### src/rtl/udp_csum_check_if.sv
// Byte-stream and result bundle for the receive-side UDP/IP checksum verifier.
// The upstream parser drives the master side; the checker is the slave.
interface udp_csum_check_if;
    logic [7:0]  d;
    logic        data_en;
    logic        last;
    logic [15:0] seed;
    logic        rdy_o;
    logic        busy_o;
    logic        done_o;
    logic        ok_o;
    logic [15:0] csum_o;
    logic [15:0] byte_cnt_o;

    modport master (
        output d, data_en, last, seed,
        input  rdy_o, busy_o, done_o, ok_o, csum_o, byte_cnt_o
    );

    modport slave (
        input  d, data_en, last, seed,
        output rdy_o, busy_o, done_o, ok_o, csum_o, byte_cnt_o
    );
endinterface

### src/rtl/udp_csum_check.sv
// RFC 1071 ones'-complement checksum verifier over a big-endian byte stream.
// Frames carry their own checksum field; ok_o flags a final sum of 16'hFFFF.
module udp_csum_check (
    input  logic              clk_i,
    input  logic              rst_n,
    udp_csum_check_if.slave   bus
);
    typedef enum logic [1:0] {IDLE, ACC, FOLD, DONE} state_t;

    state_t      state, state_nxt;
    logic        accept;
    logic        frame_start;
    logic [15:0] fold_sum;

    logic [15:0] acc;
    logic [7:0]  pend;
    logic        hi_pend;
    logic        pad_pend;
    logic [15:0] byte_cnt;
    logic        busy;
    logic        done;
    logic        ok;
    logic [15:0] csum;

    // 16-bit add with the carry folded back in; the result never carries again.
    function automatic logic [15:0] eac_add(input logic [15:0] a, input logic [15:0] b);
        logic [16:0] s;
        s = {1'b0, a} + {1'b0, b};
        return s[15:0] + {15'd0, s[16]};
    endfunction

    function automatic logic [15:0] sat_inc(input logic [15:0] c);
        return (c == 16'hFFFF) ? c : c + 16'd1;
    endfunction

    always_ff @(posedge clk_i or negedge rst_n) begin
        if (!rst_n) state <= IDLE;
        else        state <= state_nxt;
    end

    always_comb begin
        accept      = bus.data_en && (state != FOLD);
        frame_start = accept && ((state == IDLE) || (state == DONE));
        fold_sum    = pad_pend ? eac_add(acc, {pend, 8'h00}) : acc;
        state_nxt   = state;
        case (state)
            IDLE: if (accept) state_nxt = bus.last ? FOLD : ACC;
            ACC:  if (accept && bus.last) state_nxt = FOLD;
            FOLD: state_nxt = DONE;
            DONE: begin
                if (accept) state_nxt = bus.last ? FOLD : ACC;
                else        state_nxt = IDLE;
            end
            default: state_nxt = IDLE;
        endcase
    end

    // Even-position bytes wait as the high half; odd-position bytes complete a word.
    always_ff @(posedge clk_i or negedge rst_n) begin
        if (!rst_n) begin
            acc      <= 16'h0000;
            pend     <= 8'h00;
            hi_pend  <= 1'b0;
            pad_pend <= 1'b0;
            byte_cnt <= 16'h0000;
            busy     <= 1'b0;
            done     <= 1'b0;
            ok       <= 1'b0;
            csum     <= 16'h0000;
        end else begin
            done <= (state_nxt == DONE);
            busy <= (state_nxt == ACC) || (state_nxt == FOLD);
            if (frame_start) begin
                acc      <= bus.seed;
                byte_cnt <= 16'd1;
                pend     <= bus.d;
                hi_pend  <= 1'b1;
                pad_pend <= bus.last;
            end else if (accept) begin
                byte_cnt <= sat_inc(byte_cnt);
                if (hi_pend) begin
                    acc      <= eac_add(acc, {pend, bus.d});
                    hi_pend  <= 1'b0;
                    pad_pend <= 1'b0;
                end else begin
                    pend     <= bus.d;
                    hi_pend  <= 1'b1;
                    pad_pend <= bus.last;
                end
            end else if (state == FOLD) begin
                acc      <= fold_sum;
                hi_pend  <= 1'b0;
                pad_pend <= 1'b0;
                ok       <= (fold_sum == 16'hFFFF);
                csum     <= ~fold_sum;
            end
        end
    end

    assign bus.rdy_o      = (state != FOLD);
    assign bus.busy_o     = busy;
    assign bus.done_o     = done;
    assign bus.ok_o       = ok;
    assign bus.csum_o     = csum;
    assign bus.byte_cnt_o = byte_cnt;
endmodule

### src/flat_wrapper.sv
// flat-port wrapper written by rule: the top's interface ports become plain ports
module udp_csum_check_flat 
  (clk_i, rst_n, bus_d, bus_data_en, bus_last, bus_seed, bus_rdy_o, bus_busy_o, bus_done_o, bus_ok_o, bus_csum_o, bus_byte_cnt_o);
  udp_csum_check_if bus_i ();
  input  logic clk_i;
  input  logic rst_n;
  input wire logic [$bits(bus_i.d)-1:0] bus_d;
  input wire logic [$bits(bus_i.data_en)-1:0] bus_data_en;
  input wire logic [$bits(bus_i.last)-1:0] bus_last;
  input wire logic [$bits(bus_i.seed)-1:0] bus_seed;
  output wire logic [$bits(bus_i.rdy_o)-1:0] bus_rdy_o;
  output wire logic [$bits(bus_i.busy_o)-1:0] bus_busy_o;
  output wire logic [$bits(bus_i.done_o)-1:0] bus_done_o;
  output wire logic [$bits(bus_i.ok_o)-1:0] bus_ok_o;
  output wire logic [$bits(bus_i.csum_o)-1:0] bus_csum_o;
  output wire logic [$bits(bus_i.byte_cnt_o)-1:0] bus_byte_cnt_o;
  assign bus_i.d = bus_d;
  assign bus_i.data_en = bus_data_en;
  assign bus_i.last = bus_last;
  assign bus_i.seed = bus_seed;
  assign bus_rdy_o = bus_i.rdy_o;
  assign bus_busy_o = bus_i.busy_o;
  assign bus_done_o = bus_i.done_o;
  assign bus_ok_o = bus_i.ok_o;
  assign bus_csum_o = bus_i.csum_o;
  assign bus_byte_cnt_o = bus_i.byte_cnt_o;
  udp_csum_check u_core (.clk_i(clk_i), .rst_n(rst_n), .bus(bus_i));
endmodule
### config.mk
export PLATFORM = sky130hd
export DESIGN_NAME = udp_csum_check_flat
export DESIGN_NICKNAME = d
export VERILOG_FILES = /design/src/rtl/udp_csum_check_if.sv /design/src/rtl/udp_csum_check.sv /design/src/flat_wrapper.sv
export SDC_FILE = /design/constraint.sdc
export NUM_CORES = 1
export LEC_CHECK = 0
export CAP_MARGIN = 20
export CORE_MARGIN = 1
export CORE_UTILIZATION = 51
export DETAILED_ROUTE_END_ITERATION = 7
export PLACE_DENSITY = 0.78
export SYNTH_ARGS = -nofsm -noshare
export SYNTH_HDL_FRONTEND = slang
export SYNTH_SLANG_ARGS = --single-unit
### constraint.sdc
create_clock -name clk_i -period 3.94 [get_ports clk_i]
set_clock_uncertainty 0.05 [all_clocks]
set_input_delay 0.591 -clock clk_i [delete_from_list [all_inputs] [get_ports clk_i]]
set_output_delay 0.591 -clock clk_i [all_outputs]
set_load 0.05 [all_outputs]
==> results of run 1 <==
per-stage QoR:
| step | hold slack (ns) | area [um2] | std cells | setup WS [ns] | total power [W] |
|---|---|---|---|---|---|
| final | 0.2241 | 6215 | 786 | 0.1547 | 0.006420 |
| after CTS | 0.2509 | 6136 | 783 | 0.005811 | 0.006300 |
| after detailed placement | 0.4277 | 5892 | 767 | -0.1892 | 0.005539 |
| after global placement | 0.4165 | 5892 | 767 | 0.01510 | 0.005412 |
| after floorplan | 0.2454 | 4866 | 554 | 0.1632 | 0.004246 |
| after global routing | 0.2824 | 6215 | 786 | -0.007133 | 0.006846 |
timing repair:
action / 4_1_cts / 5_1_grt
endpoints found under the hold margin: 0 / 0
setup endpoints to repair: 0 / 4
gates resized for setup: 0 / 13
setup buffers: 0 / 3
hold buffers: 0 / 0
cell families after synthesis:
logic type,Yosys count,share of synthesized area [%]
adders and majority gates,27,7.251
xor gates and xnor gates,51,9.180
DFF,63,32.40
muxes,23,5.220
buffers and inverters,45,3.728
and+or+nand+nor,198,21.09
AOI/OAI and AO/OA,147,21.14
path summary, 6_finish.rpt:
kind                                                             end                               from  depth (start not counted)
worst max-delay path                     u_core.bus.ok_o$_DFFE_PN0P_         u_core.pend[0]$_DFFE_PN0P_                         17
worst min-delay path            u_core.bus.byte_cnt_o[7]$_DFFE_PN0P_                              rst_n                          1
worst max register to register           u_core.bus.ok_o$_DFFE_PN0P_         u_core.pend[0]$_DFFE_PN0P_                         17
worst min register to register     u_core.bus.csum_o[13]$_DFFE_PN0P_  u_core.bus.csum_o[13]$_DFFE_PN0P_                          1
max in group asynchronous           u_core.bus.csum_o[2]$_DFFE_PN0P_                              rst_n                          2
min in group clk_i                 u_core.bus.csum_o[13]$_DFFE_PN0P_  u_core.bus.csum_o[13]$_DFFE_PN0P_                          1
layer usage:
layer | wire length (um) | part of all wire (%) | track usage (%) | vias up
li1 | - | - | - | 2242
met1 | 6129 | 43 | 39.92 | 2298
met2 | 6790 | 47 | 49.50 | 218
met3 | 967 | 6.7 | 4.216 | 36
met4 | 495 | 3.4 | 13.91 | 0
met5 | 0 | 0 | 0 | -
area by class of cell:
type                       count  area share, %
sequential                    63          25.37
clock inverter                 7          1.933
inverter                      20          1.208
multi-input combinational    446          50.92
tap                          129          2.597
timing repair buffer         112          15.99
clock buffer                   9          1.993
state kept, by name, indices dropped and copies added, names as in the netlist:
signal                 count
u_core.pad_pend            1
u_core.bus.byte_cnt_o     16
u_core.pend                8
u_core.acc                16
u_core.bus.csum_o         16
u_core.bus.ok_o            1
u_core.bus.busy_o          1
u_core.bus.done_o          1
u_core.hi_pend             1
u_core.state               2
cell usage in the layout, fill, tap and decap left out, types with 22 or more instances in the layout:
cell type	instances
buf_4	49
xor2_1	23
xnor2_1	27
nand2_1	38
clkdlybuf4s50_1	62
ha_1	22
nor2_1	47
dfrtp_1	63
o21ai_0	37
a21oi_1	35
worst reg2reg max path, delay by kind of cell (launching register included):
family,cells,cell delay (ns)
adder cells (fa/ha/maj),3,0.77
AO/OA/AOI/OAI,4,0.65
AND/OR/NAND/NOR,7,1.57
XOR/XNOR,1,0.12
buffers and inverters,2,0.19
flip-flops,1,0.38
power by group through the flow:
stage / combinational (W) / clock [W] / sequential (W)
finish: 0.00450 / 0.000728 / 0.00119
global route: 0.00488 / 0.000748 / 0.00122
CTS: 0.00440 / 0.000729 / 0.00117
detailed placement: 0.00436 / 0 / 0.00118
floorplan: 0.00285 / 0 / 0.00140
global placement: 0.00424 / 0 / 0.00117
==> flow_metrics.py, run 1 <==
metrics = {
    "worst_setup_path": {
        "critPathCaptureType": "register",
        "crit_fanout": 3,
        "crit_buf_inv": 2,
        "critPathLaunchType": "register",
        "critPathKind": "reg2reg",
        "cp.required_ns": 4.19,
        "slowest_stage": "or4_4",
        "crit_arrival_ns": 4.03,
        "cpPeakStageDelay_ns": 0.54,
        "r2r_setup_slack_ns": 0.15,
        "crit_chain": "ha_1, inv_1, fa_1, nand2b_1, o2bb2ai_1, o21ai_1, a21o_1, ha_2, buf_4, nand3_1, nor2_4, xnor2_1, or4_4, nor3_2, nand4_1, nor3b_2, a32o_1",
        "path_delay_family": "simple AND/OR/NAND/NOR gates",
    },
    "yosys": {
        "yosysMostFrequentCell": "dfrtp_1",
        "postSynth.asyncResetShare_pct": 100.0,
        "ys_types": 72,
        "synth_ff_type": "dfrtp_1",
        "yosys_register_bits": 63,
        "synth_fp_nets": 609,
        "synth.area.top_cells": "dfrtp_1 32%, ha_1 6.4%, xnor2_1 5.0%",
        "netlist_area_um2": 4866,
        "synth_top_area_cell": "dfrtp_1",
        "yosysSeqAreaShare_pct": 32.40,
        "synth_edf_count": 0,
        "yosysWarnings": 0,
        "synthCells": 554,
        "synth_top_area_share_pct": 32.40,
        "avgSynthCellArea_um2": 8.783,
        "synth_common_cells": "63 x dfrtp_1, 48 x nor2_1, 38 x nand2_1, 38 x o21ai_0, 35 x a21oi_1",
    },
    "floorplan": {
        "coreArea_um2": 9240,
        "die_h_um": 99.68,
        "start_util_pct": 52.66,
        "num_rows": 35,
        "ios": 64,
        "die_w_um": 99.68,
        "die_area_um2": 9936,
    },
    "clock_network": {
        "cts_sinks": 63,
        "cts_tree": "yes",
        "cts_buffers": 9,
        "cts-root-buf": "clkbuf_8",
        "htreeDepth": 3,
        "clock_latency_ns": 0.36,
        "clock_path_buffers": 2,
        "clkTransAtPathRegs_ns": 0.09,
    },
    "power_and_ir_drop": {
        "power.internal_w": 0.003173,
        "power.switching_w": 0.003246,
        "switching_share_pct": 50.57,
        "pwr_density_cell_nw_per_um2": 1033,
        "combPwrFrac_pct": 70.1,
        "p_leak_nw": 2.620,
        "power_frac_seq_pct": 18.5,
        "vdd_drop_max_mv": 0.4652,
        "clkPwrFrac_pct": 11.3,
    },
    "placement": {
        "hpwl_um": 10760,
        "io_buffer_count": 63,
        "finalWeightedCongestion": 0.9853,
    },
    "global_route": {
        "grt_max_degree": 33,
        "grt_pass1_vias": 4690,
        "grt_pass1_wl_um": 23470,
        "track_usage_pct": 30.31,
        "antenna_found_initial": 0,
        "overflow": 0,
    },
    "detailed_routing": {
        "drcViolationCount": 0,
        "postRouteAntennaNets": 0,
        "vias_per_cell": 6.099,
        "firstDrtPassIters": 6,
        "dr.first_iter.drc_count": 328,
        "drt-total-wl_um": 14380,
        "wl_per_cell_um": 18.30,
        "num_vias": 4794,
    },
    "timing": {
        "worst_pin_slew_ns": 0.8244,
        "setup_viol": 0,
        "finalMaxSlewViolations": 0,
        "finalHoldViolations": 0,
        "relSlewSlack_pct": 45.04,
        "fmax_mhz": 264.2,
        "finalCritPeriodShare_pct": 96.07,
        "finalCriticalPeriod_ns": 3.785,
        "tns_ns": 0,
    },
    "status": {
        "status": "finished clean",
    },
    "layout": {
        "num-fill-cells": 731,
        "drive_gt1_share_pct": 17.81,
        "final_nets": 707,
        "area_growth_pct": 27.72,
        "antenna_cells_inserted": 0,
        "postLayoutCoreUtil_pct": 67.26,
        "regArea_um2": 1577,
        "multi_input_area_um2": 3164,
    },
    "hold_path": {
        "hold_path_class": "in2async",
    },
    "flow_run": {
        "maxCapViolCount": 0,
    },
}
Power figures use the tool's default switching activity.
==> inputs of run 2 (changes only) <==
Settings changed: CTS_CLUSTER_SIZE from default to 28.
==> results of run 2 <==
The final DEF is identical to that of run 1; final timing and power are the same.
==> inputs of run 3 (changes only) <==
Settings changed: CORE_ASPECT_RATIO from default to 0.5, SETUP_SLACK_MARGIN from default to 0.5.
==> run 3 against run 2 <==
Net effect: the flow now finishes with violations (DRC); design area increased by 4.9%; register-to-register slack gained 0.14 ns; wire length increased by 5.5%; clock-buffer cell count rose by 3; flip-flop and latch count is the same; sequential share of layout area is 1.2 points lower; largest cell class unchanged.
==> flow_metrics.py, run 3 (same netlist as run 1, synthesis figures left out) <==
metrics = {
    "timing": {
        "worst_pin_slew_ns": 0.9002,
        "finalMaxSlewViolations": 0,
        "rsz0062_at_grt": "true",
        "relSlewSlack_pct": 39.99,
        "finalCritPeriodShare_pct": 92.53,
        "fmax_mhz": 274.3,
        "finalHoldViolations": 0,
        "finalCriticalPeriod_ns": 3.646,
        "setup_viol": 0,
    },
    "detailed_routing": {
        "drcViolationCount": 2,
        "vias_per_cell": 6.311,
        "wl_per_cell_um": 19.57,
        "num_vias": 4891,
        "dr.first_iter.drc_count": 602,
        "drt-total-wl_um": 15170,
        "postRouteAntennaNets": 0,
        "firstDrtPassIters": 8,
    },
    "placement": {
        "io_buffer_count": 63,
        "placedCellCount": 743,
        "hpwl_um": 10600,
        "place_area_um2": 5842,
        "finalWeightedCongestion": 0.9365,
    },
    "global_route": {
        "antenna_found_initial": 0,
        "grt_max_degree": 33,
        "grt_pass1_wl_um": 23460,
        "grt_pass1_vias": 4422,
        "track_usage_pct": 30.39,
        "overflow": 0,
    },
    "layout": {
        "final_common_cell": "dfrtp_1",
        "final_nets": 708,
        "area_growth_pct": 33.92,
        "final_area_um2": 6516,
        "layout.cells.non_filler": 775,
        "final_cell_mix": "63 x dfrtp_1, 58 x clkdlybuf4s50_1, 50 x buf_4",
        "drive_gt1_share_pct": 22.80,
        "antenna_cells_inserted": 0,
    },
    "clock_network": {
        "clock_latency_ns": 0.33,
        "clkTransAtPathRegs_ns": 0.06,
        "htreeDepth": 3,
        "cts_hold_buffers": 0,
        "cts_sinks": 63,
        "clock_path_buffers": 2,
        "cts_tree": "yes",
        "cts-root-buf": "clkbuf_16",
        "cts_buffers": 9,
    },
    "floorplan": {
        "num_rows": 24,
        "coreArea_um2": 8979,
        "die_area_um2": 9959,
        "die_w_um": 140.1,
        "die_h_um": 71.07,
        "start_util_pct": 54.19,
        "ios": 64,
    },
    "status": {
        "failed_checks": "DRC",
        "status": "complete, but fails checks",
    },
    "worst_setup_path": {
        "path_delay_family": "simple AND/OR/NAND/NOR gates",
        "crit_buf_inv": 1,
        "crit_arrival_ns": 3.81,
        "critPathLaunchType": "register",
        "crit_fanout": 6,
        "critPathKind": "reg2reg",
        "cp.required_ns": 4.10,
        "critPathCaptureType": "register",
        "crit_top_cell": "ha_4",
        "crit_chain": "ha_2, inv_2, fa_2, nand2b_4, o2bb2ai_4, o21ai_2, a21o_1, ha_4, ha_4, nand2_2, or3_4, nor4_4, xor2_1, mux2i_2, nor3b_2, a32o_1",
        "slowest_stage": "or3_4",
        "cpPeakStageDelay_ns": 0.41,
    },
    "hold_path": {
        "hold_path_class": "in2async",
    },
    "flow_run": {
        "maxCapViolCount": 0,
    },
}
[run 3: cell count changes in the layout (fill, tap and decap cells not counted), moves of 4 or more]
cell | before | now
ha_4 | 1 | 7
clkbuf_8 | 9 | 1
clkbuf_16 | 0 | 9
ha_1 | 22 | 13
clkdlybuf4s50_1 | 62 | 58
a21oi_1 | 35 | 31
o21ai_0 | 37 | 33
[run 3: layout make-up]
class / instances / area, um2
flip-flops and latches: 63 / 1577
inverters: 20 / 75.07
multi-input cells: 446 / 3433
repair buffers: 113 / 1007
well taps: 117 / 146.4
fillers: 630 / 2462
clock buffers: 12 / 246.5
clock inverters: 4 / 31.28
[run 3: worst paths after layout]
kind,start,endpoint,slack (ns),cells after the start
max in group asynchronous,rst_n,u_core.pend[0]$_DFFE_PN0P_,2.65,2
max reg2reg,u_core.acc[8]$_DFFE_PN0P_,u_core.bus.ok_o$_DFFE_PN0P_,0.29,16
min,rst_n,u_core.state[1]$_DFF_PN0_,0.26,1
min in group clk_i,u_core.bus.csum_o[13]$_DFFE_PN0P_,u_core.bus.csum_o[13]$_DFFE_PN0P_,0.43,1
max,u_core.acc[8]$_DFFE_PN0P_,u_core.bus.ok_o$_DFFE_PN0P_,0.29,16
min reg2reg,u_core.bus.csum_o[13]$_DFFE_PN0P_,u_core.bus.csum_o[13]$_DFFE_PN0P_,0.43,1
[run 3: per-stage QoR]
stage | util, % | setup WS [ns] | hold slack (ns) | TNS [ns]
3_5_place_dp | 65.06 | -0.1051 | 0.4259 | -0.1173
5_1_grt | 72.58 | 0.1416 | 0.3219 | 0
4_1_cts | 69.94 | 0.4051 | 0.2823 | 0
2_1_floorplan | - | 0.4757 | 0.2454 | 0
6_report | 72.58 | 0.2944 | 0.2581 | 0
3_3_place_gp | 65.06 | 0.06130 | 0.4205 | 0
[run 3: timing repair]
action	in CTS	in global routing
buffers inserted	6	10
cloned	0	0
endpoints found under the setup margin	10	14
gates resized for setup	23	35
endpoints found under the hold margin	0	0
pin swaps	8	19
[run 3: routing by layer]
metal  GRT usage, %  routed length, um  up-vias
met5              0                  0        -
met4          7.692                298        0
met3          7.244               1635       27
met2          44.89               6591      286
met1          44.55               6642     2341
li1               -                  -     2237
Power of run 3 is left out: the tool's default activity adds up to more than one toggle a clock period on the data nets, which glitch-free logic cannot reach.
